### config.mk
export PLATFORM = sky130hd
export DESIGN_NAME = dense_feeder
export DESIGN_NICKNAME = d
export VERILOG_FILES = /design/src/rtl/dense_feed_pkg.sv /design/src/rtl/dense_feeder_acc.sv /design/src/rtl/dense_feeder.sv
export SDC_FILE = /design/constraint.sdc
export NUM_CORES = 1
export LEC_CHECK = 0
export CORE_MARGIN = 10
export CORE_UTILIZATION = 55
export DETAILED_ROUTE_END_ITERATION = 8
export PLACE_DENSITY_LB_ADDON = 0.2
export SYNTH_ARGS = -nofsm -noshare
export SYNTH_HDL_FRONTEND = slang
export SYNTH_SLANG_ARGS = --single-unit
### constraint.sdc
create_clock -name clk -period 3.3 [get_ports clk]
set_input_delay 0.66 -clock clk [delete_from_list [all_inputs] [get_ports clk]]
set_output_delay 0.66 -clock clk [all_outputs]
set_load 0.02 [all_outputs]
### src/rtl/dense_feed_pkg.sv
// Shared types and constants for the dense-datapath feeder and its accumulator.
package dense_feed_pkg;

    localparam int DENSE_TAPS  = 9;
    localparam int DENSE_ACC_W = 32;

    typedef logic signed [DENSE_ACC_W-1:0] dense_acc_t;

    typedef enum logic [2:0] {
        IDLE,
        CLR,
        LOAD,
        PAD,
        FIRE,
        WAIT,
        ACC,
        OUT
    } dense_feed_state_t;

endpackage

### src/rtl/dense_feeder_acc.sv
// Wrapping signed accumulator for MAC partial sums, with a held result register
// presented over a valid/ready handshake.
module dense_acc
    import dense_feed_pkg::*;
#(
    parameter int DW    = 16,
    parameter int ACC_W = $bits(dense_acc_t)
) (
    input  logic                    clk,
    input  logic                    rst,
    input  logic                    clr,
    input  logic                    acc_en,
    input  logic                    last,
    input  logic signed [DW-1:0]    partial,
    input  logic                    res_ready,
    output logic                    res_valid,
    output logic signed [ACC_W-1:0] res_data
);

    logic signed [ACC_W-1:0] acc;
    logic signed [ACC_W-1:0] sum;

    // The sized cast of a signed operand sign-extends the partial sum.
    assign sum = acc + ACC_W'(partial);

    always_ff @(posedge clk or negedge rst) begin
        if (!rst) begin
            acc       <= '0;
            res_valid <= 1'b0;
            res_data  <= '0;
        end else begin
            if (clr) begin
                acc <= '0;
            end else if (acc_en) begin
                acc <= sum;
            end

            if (acc_en && last) begin
                res_data  <= sum;
                res_valid <= 1'b1;
            end else if (res_valid && res_ready) begin
                res_valid <= 1'b0;
            end
        end
    end

endmodule

### src/rtl/dense_feeder.sv
// Sequencer feeding the 9-tap dense datapath: chunks each neuron's vector into
// groups of 9, fires the MAC per group and accumulates one result per neuron.
module dense_feeder
    import dense_feed_pkg::*;
#(
    parameter int DW      = 16,
    parameter int FW      = 16,
    parameter int LEN_W   = 16,
    parameter int ACC_W   = $bits(dense_acc_t),
    parameter int MAC_LAT = 2
) (
    input  logic                    clk,
    input  logic                    rst,
    input  logic                    start,
    input  logic [LEN_W-1:0]        vec_len,
    input  logic [LEN_W-1:0]        num_out,
    input  logic                    in_valid,
    output logic                    in_ready,
    input  logic [DW-1:0]           in_act,
    input  logic [FW-1:0]           in_wt,
    output logic                    shifting_line,
    output logic                    shifting_filter,
    output logic                    line_buffer_reset,
    output logic [DW-1:0]           input_line,
    output logic [FW-1:0]           input_filter,
    output logic [7:0]              dense_valid,
    output logic                    mac_enable,
    input  logic signed [DW-1:0]    dense_data,
    output logic                    res_valid,
    input  logic                    res_ready,
    output logic signed [ACC_W-1:0] res_data,
    output logic                    busy,
    output logic                    done
);

    localparam logic [3:0] TAPS      = 4'(DENSE_TAPS);
    localparam int         WAIT_LAST = (MAC_LAT >= 2) ? MAC_LAT - 2 : 0;

    dense_feed_state_t state;
    dense_feed_state_t next_state;

    logic [3:0]       k;
    logic [3:0]       k_inc;
    logic [LEN_W-1:0] e;
    logic [LEN_W-1:0] e_inc;
    logic [LEN_W-1:0] vec_len_q;
    logic [LEN_W-1:0] num_out_q;
    logic [LEN_W-1:0] n_done;
    logic [15:0]      wait_cnt;

    logic accept;
    logic bad_start;
    logic last_chunk;
    logic last_neuron;
    logic acc_clr;
    logic acc_en;
    logic mac_enable_d;
    logic lbr_d;
    logic busy_d;
    logic done_d;

    assign k_inc       = k + 4'd1;
    assign e_inc       = e + LEN_W'(1);
    assign accept      = in_valid && in_ready;
    assign bad_start   = (vec_len == '0) || (num_out == '0);
    assign last_chunk  = (e == vec_len_q);
    assign last_neuron = (n_done == num_out_q - LEN_W'(1));
    assign acc_clr     = (state == CLR);
    assign acc_en      = (state == ACC);

    // State, counters and all registered outputs; k doubles as the pad counter.
    always_ff @(posedge clk or negedge rst) begin
        if (!rst) begin
            state             <= IDLE;
            k                 <= '0;
            e                 <= '0;
            vec_len_q         <= '0;
            num_out_q         <= '0;
            n_done            <= '0;
            wait_cnt          <= '0;
            dense_valid       <= '0;
            mac_enable        <= 1'b0;
            line_buffer_reset <= 1'b0;
            busy              <= 1'b0;
            done              <= 1'b0;
        end else begin
            state             <= next_state;
            mac_enable        <= mac_enable_d;
            line_buffer_reset <= lbr_d;
            busy              <= busy_d;
            done              <= done_d;
            case (state)
                IDLE: begin
                    if (start) begin
                        vec_len_q <= vec_len;
                        num_out_q <= num_out;
                        n_done    <= '0;
                    end
                end
                CLR: begin
                    k <= '0;
                    e <= '0;
                end
                LOAD: begin
                    if (accept) begin
                        k <= k_inc;
                        e <= e_inc;
                        if (next_state != LOAD) begin
                            dense_valid <= 8'(k_inc);
                        end
                    end
                end
                PAD:  k        <= k_inc;
                FIRE: wait_cnt <= '0;
                WAIT: wait_cnt <= wait_cnt + 16'd1;
                ACC:  k        <= '0;
                OUT: begin
                    if (res_ready && !last_neuron) begin
                        n_done <= n_done + LEN_W'(1);
                    end
                end
                default: ;
            endcase
        end
    end

    always_comb begin
        next_state = state;
        case (state)
            IDLE: if (start && !bad_start) next_state = CLR;
            CLR:  next_state = LOAD;
            LOAD: begin
                if (accept) begin
                    if (k_inc == TAPS) begin
                        next_state = FIRE;
                    end else if (e_inc == vec_len_q) begin
                        next_state = PAD;
                    end
                end
            end
            PAD:  if (k_inc == TAPS) next_state = FIRE;
            FIRE: next_state = (MAC_LAT > 1) ? WAIT : ACC;
            WAIT: if (wait_cnt == 16'(WAIT_LAST)) next_state = ACC;
            ACC:  next_state = last_chunk ? OUT : LOAD;
            OUT:  if (res_ready) next_state = last_neuron ? IDLE : CLR;
            default: next_state = IDLE;
        endcase
    end

    // Shift strobes and data follow the handshake directly; the rest are next-cycle values.
    always_comb begin
        in_ready      = 1'b0;
        shifting_line = 1'b0;
        input_line    = '0;
        input_filter  = '0;
        case (state)
            LOAD: begin
                in_ready = 1'b1;
                if (in_valid) begin
                    shifting_line = 1'b1;
                    input_line    = in_act;
                    input_filter  = in_wt;
                end
            end
            PAD: shifting_line = 1'b1;
            default: ;
        endcase
        mac_enable_d = (next_state == FIRE);
        lbr_d        = (next_state == CLR);
        busy_d       = (next_state != IDLE);
        done_d       = (state == IDLE && start && bad_start) ||
                       (state == OUT && res_ready && last_neuron);
    end

    assign shifting_filter = shifting_line;

    dense_acc #(
        .DW    (DW),
        .ACC_W (ACC_W)
    ) u_acc (
        .clk       (clk),
        .rst       (rst),
        .clr       (acc_clr),
        .acc_en    (acc_en),
        .last      (last_chunk),
        .partial   (dense_data),
        .res_ready (res_ready),
        .res_valid (res_valid),
        .res_data  (res_data)
    );

endmodule

==> report_table.html <==
<table>
<tr><th>Metric</th><th>Value</th></tr>
<tr><th colspan="2">Run status</th></tr>
<tr><td>Run status</td><td>finished clean</td></tr>
<tr><th colspan="2">Layout</th></tr>
<tr><td>Net count, final</td><td>approximately 1500</td></tr>
<tr><td>Area added between synthesis and finish</td><td>29.2%</td></tr>
<tr><td>Util after Layout</td><td>between 70% and 80%</td></tr>
<tr><td>Fraction of final layout cells sized beyond drive strength 1</td><td>a little under an eighth</td></tr>
<tr><td>Ant diodes</td><td>0</td></tr>
<tr><td>Final cell area excluding filler cells</td><td>around 13000 um^2</td></tr>
<tr><td>Filler-free cell count of the finished design</td><td>about 1600</td></tr>
<tr><th colspan="2">Clocking</th></tr>
<tr><td>Clock Sinks</td><td>160</td></tr>
<tr><td>Clock Tree Root</td><td>clkbuf_16</td></tr>
<tr><td>Worst-Skew Late Latency</td><td>between 0.4 and 0.5 ns</td></tr>
<tr><td>CTS tree</td><td>done</td></tr>
<tr><td>Maximum buffer depth of the clock tree</td><td>2</td></tr>
<tr><td>Count of hold-fix buffers inserted at cts</td><td>0</td></tr>
<tr><td>Clock transition at the registers of the reported paths</td><td>about 0.060 ns</td></tr>
<tr><td>H-Tree Depth</td><td>4</td></tr>
<tr><td>Number of buffers inserted during clock tree synthesis</td><td>17</td></tr>
<tr><th colspan="2">Timing</th></tr>
<tr><td>Setup total negative slack</td><td>0 ns</td></tr>
<tr><td>Setup violations, final</td><td>0</td></tr>
<tr><td>Worst slew margin relative to its limit</td><td>45.2%</td></tr>
<tr><td>Shortest clock period the worst path allows after layout</td><td>roughly 3.2 ns</td></tr>
<tr><td>Max frequency</td><td>approximately 0.31 GHz</td></tr>
<tr><td>Fin crit share</td><td>between 90 and 100%</td></tr>
<tr><td>Smallest setup slack after layout</td><td>approximately 0.07 ns</td></tr>
<tr><td>Least-Margin Pin Slew</td><td>0.821 ns</td></tr>
<tr><td>Final Hold Viols</td><td>0</td></tr>
<tr><td>Worst clock skew on the final layout</td><td>around 0.008 ns</td></tr>
<tr><td>Hold Worst Slack</td><td>0.177 ns</td></tr>
<tr><td>Pins Over Slew Limit</td><td>0</td></tr>
<tr><th colspan="2">Routing</th></tr>
<tr><td>Initial DRT Pass Iterations</td><td>5</td></tr>
<tr><td>Residual DRC</td><td>0</td></tr>
<tr><td>Number of vias in the routed layout</td><td>roughly 9500</td></tr>
<tr><td>Total wirelength of the detailed-routed design</td><td>28.8 mm</td></tr>
<tr><td>DR vias/cell</td><td>a little under 6</td></tr>
<tr><td>Routed wire per std cell</td><td>about 18 um</td></tr>
<tr><td>Initial detailed-routing violation count</td><td>~830</td></tr>
<tr><td>Remaining antenna violation count after routing</td><td>0</td></tr>
<tr><th colspan="2">Critical path</th></tr>
<tr><td>Capturing point of the worst reg2reg path</td><td>n_done[8]</td></tr>
<tr><td>Critical path origin</td><td>dense_data[7]</td></tr>
<tr><td>Critical-path maximum fanout</td><td>4</td></tr>
<tr><td>Number of cell instances on the worst register-to-register path</td><td>12</td></tr>
<tr><td>Required time reported for the critical path endpoint</td><td>between 3 and 4 ns</td></tr>
<tr><td>Critical path data arrival time</td><td>3.59 ns</td></tr>
<tr><td>Register-to-register setup slack</td><td>roughly 0.2 ns</td></tr>
<tr><td>Sort of element at the start of the critical path</td><td>input port</td></tr>
<tr><td>Classification of the worst setup path</td><td>input port to flop</td></tr>
<tr><td>R2R Path Start</td><td>num_out_q[0]</td></tr>
<tr><td>Critical path capture point type</td><td>flop</td></tr>
<tr><th colspan="2">Place</th></tr>
<tr><td>Total instance count after detailed placement</td><td>around 1600</td></tr>
<tr><td>Estimated wirelength of the detail-placed design</td><td>~21 mm</td></tr>
<tr><td>Cell area reported after detailed placement</td><td>between 10000 and 15000 um^2</td></tr>
<tr><td>Worst setup slack after placement</td><td>-0.366 ns</td></tr>
<tr><td>Last weighted congestion value of the routability-driven placer</td><td>0.925</td></tr>
<tr><td>Port-buffer cells</td><td>160</td></tr>
<tr><th colspan="2">Power and ir drop</th></tr>
<tr><td>Power Dens Cells</td><td>between 700 and 800 nW/um^2</td></tr>
<tr><td>Leakage power</td><td>about 6.0 nW</td></tr>
<tr><td>Max rail drop VDD</td><td>roughly 0.00045 V</td></tr>
<tr><td>Total Power Consumption</td><td>9.97 mW</td></tr>
<tr><th colspan="2">Floorplan</th></tr>
<tr><td>Die height</td><td>156 um</td></tr>
<tr><td>Core area</td><td>18100 um^2</td></tr>
<tr><td>Number of placed I/O pins</td><td>around 170</td></tr>
<tr><td>Overall die area</td><td>about 24000 um^2</td></tr>
<tr><td>Die X-Extent</td><td>156 um</td></tr>
<tr><td>Starting density of the core</td><td>a little under three fifths</td></tr>
<tr><td>Num rows</td><td>a little under 50</td></tr>
<tr><th colspan="2">Logic synthesis</th></tr>
<tr><td>Ranking of synthesized cells by area</td><td>dfrtp_1, nand2_1, ha_1, o21ai_0, xnor2_1</td></tr>
<tr><td>Number of enable-type register cells in the synthesized netlist</td><td>0</td></tr>
<tr><td>Mean instance size in the synthesized netlist</td><td>~8.7 um^2</td></tr>
<tr><td>Number of synthesized register bits</td><td>between 150 and 200</td></tr>
<tr><td>Synth area leader</td><td>dfrtp_1</td></tr>
<tr><td>Post-synthesis async set-or-reset flop share</td><td>between 90% and 100%</td></tr>
<tr><td>Post-synth cell types</td><td>76</td></tr>
<tr><td>Dominant synthesized flop cell</td><td>dfrtp_1</td></tr>
<tr><td>Post-Synthesis Cell Area</td><td>a little over 10000 um^2</td></tr>
<tr><td>Warnings, synthesis</td><td>0</td></tr>
<tr><td>Portion of the post-synthesis area used by sequential elements</td><td>39.3%</td></tr>
<tr><td>Area share of the largest cell type after synthesis</td><td>between 30% and 40%</td></tr>
<tr><td>Syn Inst Count</td><td>about 1200</td></tr>
<tr><th colspan="2">GRT</th></tr>
<tr><td>Vias in the first global route</td><td>between 9000 and 10000</td></tr>
<tr><td>Maximum number of pins on one net before global-route repair</td><td>57</td></tr>
<tr><td>Congestion Overflow GR</td><td>0</td></tr>
<tr><td>Antenna violations before repair</td><td>0</td></tr>
<tr><td>Total routing usage reported by global routing</td><td>between 20% and 30%</td></tr>
<tr><td>First-pass GRT wire length</td><td>between 40 and 50 mm</td></tr>
<tr><th colspan="2">Flow run</th></tr>
<tr><td>Count of maximum capacitance violations</td><td>0</td></tr>
<tr><th colspan="2">Min path</th></tr>
<tr><td>Worst hold-check path type</td><td>input port to asynchronous set/reset pin</td></tr>
</table>
[where the power goes]
group	total, mW	leakage, nW	switching (mW)	internal, mW
Sequential	3.01	2.04	0.549	2.46
Combinational	4.84	3.64	2.58	2.26
Clock	2.12	0.305	0.758	1.36
Total	9.97	5.99	3.89	6.08
[sequential cells by signal (all words and copies together) (netlist names), 4 cells and up]
signal / cells
e: 16
dense_valid: 4
wait_cnt: 16
vec_len_q: 16
num_out_q: 16
k: 4
u_acc.acc: 32
u_acc.res_data: 32
n_done: 16
[worst max path at each step]
| stage | endpoint | cells past startpoint | slack, ns |
|---|---|---|---|
| final | u_acc.acc[23] | 11 | 0.07 |
| after CTS | shifting_filter | 5 | 0.06 |
| after global routing | u_acc.acc[23] | 11 | -0.01 |
| after global placement | u_acc.res_data[28] | 12 | -0.31 |
| after floorplan | u_acc.res_data[16] | 12 | 0.38 |
| after detailed placement | u_acc.res_data[30] | 11 | -0.37 |
[placed cells by master (no fill, tap or decap), types with 9 or more instances in the layout]
cell / netlist / final
o211ai_1: 11 / 11
and3_1: 49 / 49
a211oi_1: 10 / 10
nand4_1: 19 / 19
ha_1: 38 / 38
mux2_2: 19 / 19
o31ai_1: 12 / 11
nor3_1: 26 / 25
buf_4: 5 / 90
xor2_1: 38 / 38
mux2i_1: 13 / 13
nand2b_1: 12 / 12
clkdlybuf4s50_1: 0 / 158
a22o_1: 25 / 25
a21o_1: 14 / 14
inv_1: 35 / 35
xnor2_1: 39 / 39
clkbuf_16: 0 / 17
nor3b_1: 9 / 9
o21ai_0: 72 / 71
a21oi_1: 52 / 52
nand3_1: 45 / 45
or4_1: 11 / 11
dfrtp_1: 160 / 159
nand2_1: 196 / 196
nor2_1: 69 / 68
nor4_1: 19 / 19
a31oi_1: 13 / 13
[cell families after synthesis]
logic type / after synthesis / share of synthesized area (%)
AO/OA/AOI/OAI: 265 / 17.3
XOR/XNOR: 77 / 6.62
adder cells (fa/ha/maj): 39 / 4.86
buffers and inverters: 104 / 4.33
flip-flops: 160 / 39.3
multiplexers: 36 / 3.82
other: 1 / 0.0368
AND/OR/NAND/NOR: 491 / 23.8
[per-layer routing]
layer,up-vias,wire (um),share of wire (%),GRT usage (%)
li1,4613,-,-,-
met1,4558,12300,43,28.5
met4,0,423,1.5,6.29
met2,312,13900,48,40.0
met5,-,0,0,0
met3,35,2210,7.7,6.98
[cells in the mapped netlist (all sizes together) (23+ instances only)]
cell / number
clkbuf: 47
nand2: 197
a21oi: 54
ha: 38
o21ai: 74
nor3: 27
a22o: 25
xor2: 38
xnor2: 39
inv: 36
dfrtp: 160
mux2: 23
nand3: 46
nor2: 69
and3: 49
[final cells by class]
type	count	area (um^2)
Inverter	36	135
Clock inverter	7	160
Sequential cell	160	4010
Fill cell	1380	4930
Multi-Input combinational cell	912	5800
Timing Repair Buffer	252	2310
Clock buffer	21	460
Tap cell	229	287
[critical path, cell delays in order]
cell,delay (ns)
clkdlybuf4s50_1,0.41
ha_1,0.34
a41oi_1,0.21
o21ai_0,0.20
buf_4,0.19
a32oi_1,0.35
nand2_1,0.16
a31oi_1,0.38
o21ai_0,0.18
xor2_1,0.33
a22o_1,0.19
[what timing repair did]
action,in CTS,in global routing
setup buffers,0,0
gates resized for setup,1,9
pin swaps,0,1
hold endpoints to repair,0,0
gates cloned,0,0
setup endpoints to repair,1,17
Power figures use the tool's default switching activity.
